==> config.mk <==
export PLATFORM = sky130hd
export DESIGN_NAME = usb_word_bridge_flat
export DESIGN_NICKNAME = d
export VERILOG_FILES = /design/src/rtl/usb_word_bridge_if.sv /design/src/rtl/usb_word_bridge.sv /design/src/flat_wrapper.sv
export SDC_FILE = /design/constraint.sdc
export NUM_CORES = 1
export LEC_CHECK = 0
export ABC_AREA = 1
export BUFFER_PORTS_ARGS = -buffer_cell sky130_fd_sc_hd__buf_2
export CORE_ASPECT_RATIO = 1.1
export CORE_MARGIN = 4
export CORE_UTILIZATION = 60
export DETAILED_ROUTE_END_ITERATION = 10
export GPL_ROUTABILITY_DRIVEN = 0
export PLACE_DENSITY_LB_ADDON = 0.2
export SLEW_MARGIN = 20
export SYNTH_ARGS = -nofsm -noshare
export SYNTH_HDL_FRONTEND = slang
export SYNTH_SLANG_ARGS = --single-unit
export TNS_END_PERCENT = 5
==> constraint.sdc <==
create_clock -name clk -period 4.3 [get_ports clk]
set_clock_uncertainty 0.1 [all_clocks]
set_input_delay 0.86 -clock clk [delete_from_list [all_inputs] [get_ports clk]]
set_output_delay 0.86 -clock clk [all_outputs]
set_load 0.02 [all_outputs]
==> src/rtl/usb_word_bridge_if.sv <==
// Byte/word handshake bundle between the USB byte side, the bridge and the datapath.
// slave = bridge view, master = the surrounding USB/datapath logic view.
interface usb_word_bridge_if #(
  parameter int WORD_BYTES = 4,
  parameter int FIFO_DEPTH = 4
);
  localparam int W  = 8 * WORD_BYTES;
  localparam int CW = $clog2(FIFO_DEPTH) + 1;

  logic [7:0]    rx_byte;
  logic          rx_strobe;
  logic          rx_clear;
  logic [W-1:0]  rx_word;
  logic          rx_valid;
  logic          rx_ready;
  logic          rx_overflow;
  logic [CW-1:0] rx_count;
  logic [W-1:0]  tx_word;
  logic          tx_valid;
  logic          tx_ready;
  logic [7:0]    tx_byte;
  logic          tx_byte_valid;
  logic          tx_byte_ack;

  modport slave (
    input  rx_byte, rx_strobe, rx_clear, rx_ready, tx_word, tx_valid, tx_byte_ack,
    output rx_word, rx_valid, rx_overflow, rx_count, tx_ready, tx_byte, tx_byte_valid
  );

  modport master (
    output rx_byte, rx_strobe, rx_clear, rx_ready, tx_word, tx_valid, tx_byte_ack,
    input  rx_word, rx_valid, rx_overflow, rx_count, tx_ready, tx_byte, tx_byte_valid
  );
endinterface

==> src/rtl/usb_word_bridge.sv <==
// Packs USB bytes into words through an RX FIFO and serialises datapath words into bytes.
// RX: last strobe to rx_valid is 1 cycle; TX: one byte per ack, word period WORD_BYTES+1 cycles.
module usb_word_bridge #(
  parameter int WORD_BYTES = 4,
  parameter int FIFO_DEPTH = 4,
  parameter bit MSB_FIRST  = 1'b1
) (
  input logic            clk,
  input logic            n_rst,
  usb_word_bridge_if.slave bus
);
  localparam int W  = 8 * WORD_BYTES;
  localparam int AW = $clog2(FIFO_DEPTH);
  localparam int CW = AW + 1;
  localparam int BW = $clog2(WORD_BYTES);

  // ---------------- RX assembly and FIFO ----------------
  logic [W-1:0]  shift_q;
  logic [BW-1:0] byte_cnt_q;
  logic [W-1:0]  shifted;
  logic [W-1:0]  mem [FIFO_DEPTH];
  logic [AW-1:0] wr_ptr_q, rd_ptr_q;
  logic [CW-1:0] count_q;
  logic          overflow_q;
  logic          last_byte, word_done, full, push, pop, not_empty;

  always_comb begin
    shifted = MSB_FIRST ? {shift_q[W-9:0], bus.rx_byte} : {bus.rx_byte, shift_q[W-1:8]};
  end

  assign last_byte = (byte_cnt_q == BW'(WORD_BYTES - 1));
  assign word_done = bus.rx_strobe && !bus.rx_clear && last_byte;
  assign not_empty = (count_q != '0);
  assign full      = (count_q == CW'(FIFO_DEPTH));
  assign pop       = not_empty && bus.rx_ready;
  // A full FIFO can still take the new word when the head leaves in the same cycle.
  assign push      = word_done && (!full || pop);

  always_ff @(posedge clk) begin
    if (!n_rst) begin
      shift_q    <= '0;
      byte_cnt_q <= '0;
      wr_ptr_q   <= '0;
      rd_ptr_q   <= '0;
      count_q    <= '0;
      overflow_q <= 1'b0;
    end else begin
      if (bus.rx_clear) begin
        shift_q    <= '0;
        byte_cnt_q <= '0;
        overflow_q <= 1'b0;
      end else if (bus.rx_strobe) begin
        shift_q    <= shifted;
        byte_cnt_q <= last_byte ? '0 : byte_cnt_q + BW'(1);
        if (word_done && !push) overflow_q <= 1'b1;
      end
      if (push) wr_ptr_q <= wr_ptr_q + AW'(1);
      if (pop)  rd_ptr_q <= rd_ptr_q + AW'(1);
      if (push && !pop)      count_q <= count_q + CW'(1);
      else if (pop && !push) count_q <= count_q - CW'(1);
    end
  end

  always_ff @(posedge clk) begin
    if (push) mem[wr_ptr_q] <= shifted;
  end

  assign bus.rx_valid    = not_empty;
  assign bus.rx_word     = not_empty ? mem[rd_ptr_q] : '0;
  assign bus.rx_overflow = overflow_q;
  assign bus.rx_count    = count_q;

  // ---------------- TX serialiser ----------------
  typedef enum logic {TX_IDLE, TX_SEND} tx_state_t;

  tx_state_t     state_q, state_d;
  logic [W-1:0]  txw_q, txw_d;
  logic [BW-1:0] idx_q, idx_d;
  logic          tx_ready_c, tx_byte_valid_c;
  logic [7:0]    tx_byte_c;

  always_ff @(posedge clk) begin
    if (!n_rst) begin
      state_q <= TX_IDLE;
      txw_q   <= '0;
      idx_q   <= '0;
    end else begin
      state_q <= state_d;
      txw_q   <= txw_d;
      idx_q   <= idx_d;
    end
  end

  // The held word is shifted on each ack so the wire byte always sits at a fixed end.
  always_comb begin
    state_d         = state_q;
    txw_d           = txw_q;
    idx_d           = idx_q;
    tx_ready_c      = 1'b0;
    tx_byte_valid_c = 1'b0;
    tx_byte_c       = 8'h00;
    case (state_q)
      TX_IDLE: begin
        tx_ready_c = 1'b1;
        if (bus.tx_valid) begin
          txw_d   = bus.tx_word;
          idx_d   = '0;
          state_d = TX_SEND;
        end
      end
      TX_SEND: begin
        tx_byte_valid_c = 1'b1;
        tx_byte_c       = MSB_FIRST ? txw_q[W-1:W-8] : txw_q[7:0];
        if (bus.tx_byte_ack) begin
          txw_d = MSB_FIRST ? (txw_q << 8) : (txw_q >> 8);
          if (idx_q == BW'(WORD_BYTES - 1)) begin
            idx_d   = '0;
            state_d = TX_IDLE;
          end else begin
            idx_d = idx_q + BW'(1);
          end
        end
      end
      default: state_d = TX_IDLE;
    endcase
  end

  assign bus.tx_ready      = tx_ready_c;
  assign bus.tx_byte_valid = tx_byte_valid_c;
  assign bus.tx_byte       = tx_byte_c;
endmodule

==> src/flat_wrapper.sv <==
// flat-port wrapper written by rule: the top's interface ports become plain ports
module usb_word_bridge_flat 
#(
  parameter int WORD_BYTES = 4,
  parameter int FIFO_DEPTH = 4,
  parameter bit MSB_FIRST  = 1'b1
)
  (clk, n_rst, bus_rx_byte, bus_rx_strobe, bus_rx_clear, bus_rx_ready, bus_tx_word, bus_tx_valid, bus_tx_byte_ack, bus_rx_word, bus_rx_valid, bus_rx_overflow, bus_rx_count, bus_tx_ready, bus_tx_byte, bus_tx_byte_valid);
  usb_word_bridge_if #(.WORD_BYTES(WORD_BYTES), .FIFO_DEPTH(FIFO_DEPTH)) bus_i ();
  input logic clk;
  input logic n_rst;
  input wire logic [$bits(bus_i.rx_byte)-1:0] bus_rx_byte;
  input wire logic [$bits(bus_i.rx_strobe)-1:0] bus_rx_strobe;
  input wire logic [$bits(bus_i.rx_clear)-1:0] bus_rx_clear;
  input wire logic [$bits(bus_i.rx_ready)-1:0] bus_rx_ready;
  input wire logic [$bits(bus_i.tx_word)-1:0] bus_tx_word;
  input wire logic [$bits(bus_i.tx_valid)-1:0] bus_tx_valid;
  input wire logic [$bits(bus_i.tx_byte_ack)-1:0] bus_tx_byte_ack;
  output wire logic [$bits(bus_i.rx_word)-1:0] bus_rx_word;
  output wire logic [$bits(bus_i.rx_valid)-1:0] bus_rx_valid;
  output wire logic [$bits(bus_i.rx_overflow)-1:0] bus_rx_overflow;
  output wire logic [$bits(bus_i.rx_count)-1:0] bus_rx_count;
  output wire logic [$bits(bus_i.tx_ready)-1:0] bus_tx_ready;
  output wire logic [$bits(bus_i.tx_byte)-1:0] bus_tx_byte;
  output wire logic [$bits(bus_i.tx_byte_valid)-1:0] bus_tx_byte_valid;
  assign bus_i.rx_byte = bus_rx_byte;
  assign bus_i.rx_strobe = bus_rx_strobe;
  assign bus_i.rx_clear = bus_rx_clear;
  assign bus_i.rx_ready = bus_rx_ready;
  assign bus_i.tx_word = bus_tx_word;
  assign bus_i.tx_valid = bus_tx_valid;
  assign bus_i.tx_byte_ack = bus_tx_byte_ack;
  assign bus_rx_word = bus_i.rx_word;
  assign bus_rx_valid = bus_i.rx_valid;
  assign bus_rx_overflow = bus_i.rx_overflow;
  assign bus_rx_count = bus_i.rx_count;
  assign bus_tx_ready = bus_i.tx_ready;
  assign bus_tx_byte = bus_i.tx_byte;
  assign bus_tx_byte_valid = bus_i.tx_byte_valid;
  usb_word_bridge #(.WORD_BYTES(WORD_BYTES), .FIFO_DEPTH(FIFO_DEPTH), .MSB_FIRST(MSB_FIRST)) u_core (.clk(clk), .n_rst(n_rst), .bus(bus_i));
endmodule
==> flow_summary_export.csv <==
group,metric,value,unit
clock_tree,clock-sinks,199,
global_routing,grt_use_met3,5.16,%
critical_path,path_class,"reg -> out",
timing,slew_headroom,29.0,%
global_routing,grt_overflow,0,
routing,via_count,5766,
critical_path,startpoint_type,"flip-flop",
synthesis,syn_nets,869,
timing,drv_slew,0,
run,drv_cap,0,
routing,drc,0,
placement,dp_hpwl,11000,um
routing,wire_per_inst,15.8,um
routing,drt-total-wl,16800,um
timing,hold_slack,0.368,ns
synthesis,synthCells,814,
timing,setup_viol,0,
global_routing,grt.busiest_layer,"met2",
layout,nets,946,
timing,min_period,3.43,ns
timing,tns,0,ns
floorplan,io_pins,94,
synthesis,syn_area_per_cell,9.95,um^2
power,p_leak,0.00373,uW
global_routing,grt.met2_usage,39.9,%
floorplan,die_x,119,um
placement,numPortBuffers,93,
synthesis,syn-cell-area,8100,um^2
routing,drtIter0Drc,549,
floorplan,core_area,13200,um^2
clock_tree,cts_resized,0,
global_routing,grt_pass1_vias,5755,
timing,hold_viol,0,
timing,max_freq,292,MHz
routing,first_pass_iters,5,
critical_path,reg2reg_slack,1.96,ns
routing,antenna_left,0,
synthesis,ys_seq_elements,199,
layout,drive_above_1_share,17.4,%
critical_path,r2r_start,"u_core.byte_cnt_q[0]$_SDFFE_PP0P_",
critical_path,cp-end-kind,"output pin",
layout,multi_input_area,2400,um^2
layout,regArea,5270,um^2
floorplan,die_h,130,um
run_status,status,"finished, final reports clean",
timing,rsz0062_at_grt,"no",
min_path,worst_hold_startpoint,"u_core.txw_q[2]$_SDFFE_PN0P_",
critical_path,path_max_fanout,33,
floorplan,start_util,61.3,%
synthesis,seq_area_frac_synth,65.0,%
routing,via_per_inst,5.41,
critical_path,cp.arrival,2.47,ns
global_routing,antenna_found_initial,0,
power,power,4870,uW
timing,worst_pin_slew,1.06,ns
clock_tree,cts_buffers,17,
clock_tree,postCtsHoldBufs,0,
layout,fillers,1019,
layout,area_delta_synth_final,12.8,%
min_path,hp-class,"reg -> reg",
power,ir_worst_vdd,0.000248,V
clock_tree,tritoncts,"yes",
power,power_density,533,nW/um^2
synthesis,ys_types,26,
floorplan,dieArea,15400,um^2
critical_path,crit_required,3.34,ns
clock_tree,postCtsSetupBuffers,0,
global_routing,track_usage,22.6,%
global_routing,use_met1,26.6,%
global_routing,grt_max_degree,65,
clock_tree,ctsLongestPathBuffers,2,
synthesis,ys_warn_count,0,
timing,final.period_utilization,79.7,%
clock_tree,clkTransAtPathRegs,0.06,ns
global_routing,grt_first_pass_wirelength,27500,um
layout,diodes,0,
clock_tree,cts_max_level,4,
clock_tree,clock_latency,0.43,ns
clock_tree,cts-root-buf,"clkbuf_16",
floorplan,rows,44,
final cells by class:
class / instances / area share, %
flip-flops and latches: 199 / 57.7
clock inverters: 10 / 1.01
clock buffers: 22 / 5.32
repair buffers: 103 / 5.92
inverters: 35 / 1.55
well taps: 161 / 2.21
multi-input cells: 535 / 26.3
cells in the mapped netlist, drive strengths merged:
library cell	n	area share (%)
ha	7	1.1
nor3	1	0.062
dfxtp	71	18
inv	33	1.7
edfxtp	128	47
fa	1	0.25
nand3	4	0.25
xor2	1	0.11
buf	34	3.1
clkbuf	11	0.53
a21oi	73	4.8
nand2	157	7.9
nor2	194	9.1
o21ai	97	6.0
clkinv	2	0.093
cells by family (layout without fill, tap and decap cells):
| family | after synthesis | after routing | share of synthesized area, % |
|---|---|---|---|
| AOI/OAI and AO/OA | 170 | 170 | 10.8 |
| xor gates and xnor gates | 1 | 1 | 0.108 |
| adders and majority gates | 8 | 8 | 1.33 |
| buffers and inverters | 80 | 170 | 5.41 |
| DFF | 199 | 199 | 65.0 |
| and+or+nand+nor | 356 | 356 | 17.3 |
path summary, 6_finish.rpt:
check	endpoint	cells after the start
worst min-delay path	u_core.txw_q[2]$_SDFFE_PN0P_	2
worst min register to register	u_core.txw_q[2]$_SDFFE_PN0P_	2
worst max register to register	u_core.mem[3][31]$_DFFE_PP_	6
worst max-delay path	bus_rx_word[8]	6
layer usage:
metal	vias to the layer above	wire, um	share of wire (%)
met3	27	926	5.5
met2	173	8670	52
li1	2854	-	-
met5	-	0	0
met1	2712	6880	41
met4	0	306	1.8
power by group:
group	total [uW]	leakage (uW)	switching (uW)	internal, uW
Sequential	2130	0.00186	49.4	2080
Clock	1520	0.000282	661	864
Combinational	1220	0.00159	862	357
stage by stage:
step                utilization [%]  area [um^2]  std cells  setup WS, ns
detailed placement             64.7         8550       1033          1.21
floorplan                         -         8100        814          1.12
global placement               64.7         8550       1033          1.29
global route                   69.1         9130       1065         0.692
finish                         69.1         9130       1065         0.873
CTS                            69.1         9130       1065         0.813
placed cells by master, fill, tap and decap left out, drive strengths merged:
cell type,Yosys,routed
clkinv,2,7
xor2,1,1
edfxtp,128,128
inv,33,35
o21ai,97,97
nor3,1,1
ha,7,7
fa,1,1
clkbuf,11,22
clkinvlp,0,2
bufinv,0,1
nor2,194,194
nand2,157,157
dfxtp,71,71
nand3,4,4
a21oi,73,73
buf,34,103
flip-flops by register name, indices dropped and copies added (netlist names), named ones only:
signal / flops
u_core.txw_q: 32
u_core.bus.rx_overflow: 1
u_core.idx_q: 2
u_core.byte_cnt_q: 2
u_core.mem: 128
u_core.rd_ptr_q: 2
u_core.wr_ptr_q: 2
u_core.shift_q: 24
u_core.bus.rx_count: 3
u_core.state_q: 1
critical path, cell delays in order (launching register included):
cell and delay, ns:
dfxtp_1 0.31, buf_4 0.35, inv_1 0.57, nor2_1 0.26
o21ai_0 0.12, a21oi_1 0.20, buf_2 0.21
Note: power is estimated with default switching activity, not from simulation.
